$ cat config.mk
export PLATFORM = sky130hd
export DESIGN_NAME = axi_stream_master
export DESIGN_NICKNAME = d
export VERILOG_FILES = /design/src/rtl/axi_stream_master.sv
export SDC_FILE = /design/constraint.sdc
export NUM_CORES = 1
export LEC_CHECK = 0
export ABC_AREA = 1
export CORE_MARGIN = 4
export CORE_UTILIZATION = 55
export DETAILED_ROUTE_END_ITERATION = 8
export DONT_BUFFER_PORTS = 1
export PLACE_DENSITY = 0.67
export SYNTH_ARGS = -nofsm -noshare
export SYNTH_HDL_FRONTEND = slang
export SYNTH_SLANG_ARGS = --single-unit
export TNS_END_PERCENT = 50
$ cat constraint.sdc
create_clock -name i_clk -period 2.3 [get_ports i_clk]
set_input_delay 0.575 -clock i_clk [delete_from_list [all_inputs] [get_ports i_clk]]
set_output_delay 0.575 -clock i_clk [all_outputs]
set_load 0.05 [all_outputs]
$ cat src/rtl/axi_stream_master.sv
// Byte-assembled AXI4-Stream transmitter: a push commits a word to a register FIFO, and tvalid rises one edge after the push.
// Backpressure holds the head word stable; a push into a full FIFO with no pop is dropped (AXI_STREAM_MASTER_OVFL_EN flags it).
module axi_stream_master #(
  parameter int DATA_WIDTH = 16,
  parameter int DEPTH      = 4
) (
  input  logic                    i_clk,
  input  logic                    i_rst_n,
  input  logic                    i_byte_wr,
  input  logic [7:0]              i_byte,
  input  logic                    i_push,
  input  logic                    i_push_last,
  input  logic                    i_clr_ovfl,
  output logic                    o_empty,
  output logic                    o_full,
  output logic [$clog2(DEPTH):0]  o_count,
  output logic                    o_overflow,
  output logic                    m_axis_tvalid,
  input  logic                    m_axis_tready,
  output logic                    m_axis_tlast,
  output logic [DATA_WIDTH-1:0]   m_axis_tdata
);

  localparam int AW = $clog2(DEPTH);
  localparam int CW = AW + 1;
  localparam logic [CW-1:0] FULL_CNT = CW'(DEPTH);

  typedef struct packed {
    logic                  last;
    logic [DATA_WIDTH-1:0] data;
  } entry_t;

  logic [DATA_WIDTH-1:0] asm_q;
  logic [DATA_WIDTH-1:0] asm_next;
  entry_t                mem [DEPTH];
  logic [AW-1:0]         wr_ptr;
  logic [AW-1:0]         rd_ptr;
  logic [CW-1:0]         count_next;
  logic                  pop;
  logic                  push_ok;

  // The byte written in the same cycle as a push is part of the pushed word.
  generate
    if (DATA_WIDTH == 8) begin : g_byte_asm
      assign asm_next = i_byte_wr ? i_byte : asm_q;
    end else begin : g_wide_asm
      assign asm_next = i_byte_wr ? {i_byte, asm_q[DATA_WIDTH-1:8]} : asm_q;
    end
  endgenerate

  assign pop     = !o_empty && m_axis_tready;
  assign push_ok = i_push && (!o_full || pop);

  always_comb begin
    count_next = o_count;
    case ({push_ok, pop})
      2'b10:   count_next = o_count + 1'b1;
      2'b01:   count_next = o_count - 1'b1;
      default: count_next = o_count;
    endcase
  end

  always_ff @(posedge i_clk or negedge i_rst_n) begin
    if (!i_rst_n) begin
      asm_q <= '0;
    end else begin
      asm_q <= asm_next;
    end
  end

  // When full with a pop, wr_ptr equals rd_ptr; the head moves on at the same edge.
  always_ff @(posedge i_clk or negedge i_rst_n) begin
    if (!i_rst_n) begin
      for (int i = 0; i < DEPTH; i++) begin
        mem[i] <= '0;
      end
    end else if (push_ok) begin
      mem[wr_ptr] <= {i_push_last, asm_next};
    end
  end

  always_ff @(posedge i_clk or negedge i_rst_n) begin
    if (!i_rst_n) begin
      wr_ptr  <= '0;
      rd_ptr  <= '0;
      o_count <= '0;
      o_empty <= 1'b1;
      o_full  <= 1'b0;
    end else begin
      if (push_ok) begin
        wr_ptr <= wr_ptr + 1'b1;
      end
      if (pop) begin
        rd_ptr <= rd_ptr + 1'b1;
      end
      o_count <= count_next;
      o_empty <= (count_next == '0);
      o_full  <= (count_next == FULL_CNT);
    end
  end

`ifdef AXI_STREAM_MASTER_OVFL_EN
  logic drop;
  assign drop = i_push && o_full && !pop;

  // Set has priority over clear.
  always_ff @(posedge i_clk or negedge i_rst_n) begin
    if (!i_rst_n) begin
      o_overflow <= 1'b0;
    end else if (drop) begin
      o_overflow <= 1'b1;
    end else if (i_clr_ovfl) begin
      o_overflow <= 1'b0;
    end
  end
`else
  logic unused_clr_ovfl;
  assign unused_clr_ovfl = i_clr_ovfl;
  assign o_overflow      = 1'b0;
`endif

  assign m_axis_tvalid = !o_empty;
  assign m_axis_tdata  = mem[rd_ptr].data;
  assign m_axis_tlast  = mem[rd_ptr].last;

endmodule

==> results.json <==
{
  "status": "finished, violations left",
  "failed_checks": "negative hold slack",
  "routedWlPerCell_um": 15.0,
  "endpoint_kind": "output port",
  "cts_buffers": 9,
  "route.detailed.drc": 0,
  "dp.cells": 605,
  "post_cts.repair.setup_buffers": 0,
  "clk-insertion-delay-late_ns": 0.34,
  "timing.final.crit_period_ns": 2.16,
  "grt_overflow": 0,
  "synth_area_um2": 4240,
  "grt_max_degree": 94,
  "synthCells": 500,
  "first_iter_violations": 209,
  "critPathLaunchType": "flip-flop",
  "vias_per_cell": 5.16,
  "clkSlewWorstSetupHoldPaths_ns": 0.09,
  "die_y_um": 95.8,
  "dr.max_layer_used": "met4",
  "hp-class": "in2async",
  "wl_met3_um": 493,
  "stdcell_count": 620,
  "powerDensity_nw_per_um2": 1660,
  "first_global_vias": 3063,
  "grt_first_pass_wirelength_um": 15300,
  "synthDistinctLibCells": 27,
  "async_reset_ff_share_pct": 100,
  "worstPathRequired_ns": 1.73,
  "layout_common_cells": "221 x nand2_1, 92 x dfrtp_1, 44 x nor2_1, 36 x o21ai_0, 28 x buf_4",
  "wl_met2_um": 4440,
  "fin_worst_skew_ns": 0.0104,
  "route.vias.total": 3199,
  "crit_type": "reg2out",
  "yosysWarnings": 0,
  "drv_cap": 0,
  "rsz0062_at_grt": "yes",
  "synth_area_leaders": "dfrtp_1 54%, nand2_1 20%, o21ai_0 4.2%",
  "synth_fp_nets": 521,
  "regArea_um2": 2330,
  "grt_usage_pct": 22.2,
  "pin_count": 39,
  "cts.htree.levels": 3,
  "synth_edf_count": 0,
  "die_area_um2": 9180,
  "ys_seq_area_share_pct": 54.9,
  "dr.pass1.iters": 4,
  "start_util_pct": 57.6,
  "clockBufferDepth": 2,
  "multi_input_area_um2": 1670,
  "routed_wl_um": 9300,
  "dpl.hpwl_um": 5670,
  "ys.flop_type": "dfrtp_1",
  "hold_viol": 92,
  "setup_violations": 0,
  "fp-row-count": 31,
  "io_buffer_count": 0,
  "min_period_over_period_pct": 94.0,
  "drive_gt1_share_pct": 12.3,
  "leakage_nw": 2.41,
  "placeableCoreArea_um2": 7370,
  "gp_congestion": 0.744,
  "hold_ws_ns": -0.0793,
  "final_max_slew_viol_count": 0,
  "clockRootBuffer": "clkbuf_8",
  "slew_headroom_pct": 63.2,
  "die_w_um": 95.8,
  "cts_sinks": 93,
  "synth.avg_cell_area_um2": 8.49,
  "yosys.area.top_type": "dfrtp_1",
  "cp_max_fo": 20,
  "layout.nets": 538,
  "ir_worst_vdd_v": 0.000893,
  "n_fill_cell": 658,
  "cts_tree": "built",
  "yosysTopAreaCellShare_pct": 54.3,
  "antenna_found_initial": 0,
  "cp_data_arrival_time_ns": 1.59,
  "max_clock_freq_ghz": 0.463,
  "ant_nets": 0,
  "met1_length_um": 4310,
  "ys_seq_elements": 93,
  "tightest_slew_ns": 0.551,
  "area.growth.synth_to_final_pct": 8.88,
  "final_common_cell": "nand2_1",
  "antennaDiodeCount": 0
}
[worst max-delay path, cell delays in order, from the launching register on]
cell and delay, ns:
dfrtp_1 0.40, clkinv_1 0.06, buf_4 0.23, nor2_1 0.08
o22ai_2 0.23, buf_4 0.24
[final cells by class]
class	count	area share, %
Clock buffer	11	2.84
Clock inverter	4	1.08
Inverter	26	2.33
Multi-Input combinational cell	359	36.1
Sequential cell	93	50.4
Tap cell	99	2.68
Timing Repair Buffer	28	4.55
[Yosys cell counts, types with 6 or more instances]
library cell,n
nand2_1,221
dfrtp_1,92
nor2_1,44
o21ai_0,36
inv_1,23
o22ai_1,17
buf_2,8
o21ai_1,8
buf_6,7
a21oi_2,6
nand2_4,6
[worst paths after layout]
check                      cells after the start             startpoint  slack, ns             endpoint
max                                            5  rd_ptr[0]$_DFFE_PN0P_       0.14      m_axis_tdata[2]
min                                            0                i_rst_n      -0.08   mem[6]$_DFFE_PN0P_
max reg2reg                                   11      o_empty$_DFF_PN1_       0.17     o_full$_DFF_PN0_
min reg2reg                                    2    mem[45]$_DFFE_PN0P_       0.47  mem[45]$_DFFE_PN0P_
max in group asynchronous                      0                i_rst_n       2.17    o_empty$_DFF_PN1_
min in group i_clk                             1              i_byte_wr       0.35   asm_q[4]$_DFF_PN0_
[timing repair]
item                                   CTS  global route
endpoints found under the hold margin   92            92
setup endpoints to repair                0            12
gates resized for setup                  0             3
[logic make-up after synthesis]
logic type,share of synthesized area [%]
AO/OA/AOI/OAI,9.29
XOR/XNOR,0.619
adder cells (fa/ha/maj),1.95
buffers and inverters,6.02
flip-flops,54.9
other,0.0884
AND/OR/NAND/NOR,27.2
[stage by stage]
stage | power [W] | setup TNS [ns] | util, % | cell area (um^2) | setup slack, ns
after floorplan | 0.00562 | 0 | - | 4250 | 0.00839
after global placement | 0.00661 | 0 | 60.1 | 4430 | 0.214
after detailed placement | 0.00668 | 0 | 60.1 | 4430 | 0.174
after CTS | 0.00772 | 0 | 62.6 | 4610 | 0.0107
after global routing | 0.00824 | -0.00607 | 62.7 | 4620 | -0.00607
final | 0.00767 | 0 | 62.7 | 4620 | 0.138
[per-layer routing]
metal | vias up | GRT usage (%)
li1 | 1595 | -
met1 | 1529 | 32.2
met2 | 71 | 34.2
met3 | 4 | 3.36
met4 | 0 | 7.23
met5 | - | 0
[sequential cells by signal (all words and copies together) (netlist names)]
name / cells
mem: 68
asm_q: 16
o_count: 3
rd_ptr: 2
wr_ptr: 2
o_empty: 1
o_full: 1
[power breakdown]
group          switching [W]  leakage [nW]  internal [W]
clock network       0.000538        0.0854      0.000497
logic                0.00278          1.18       0.00120
registers           0.000365          1.15       0.00229
total                0.00368          2.41       0.00399
Note: power is estimated with default switching activity, not from simulation.
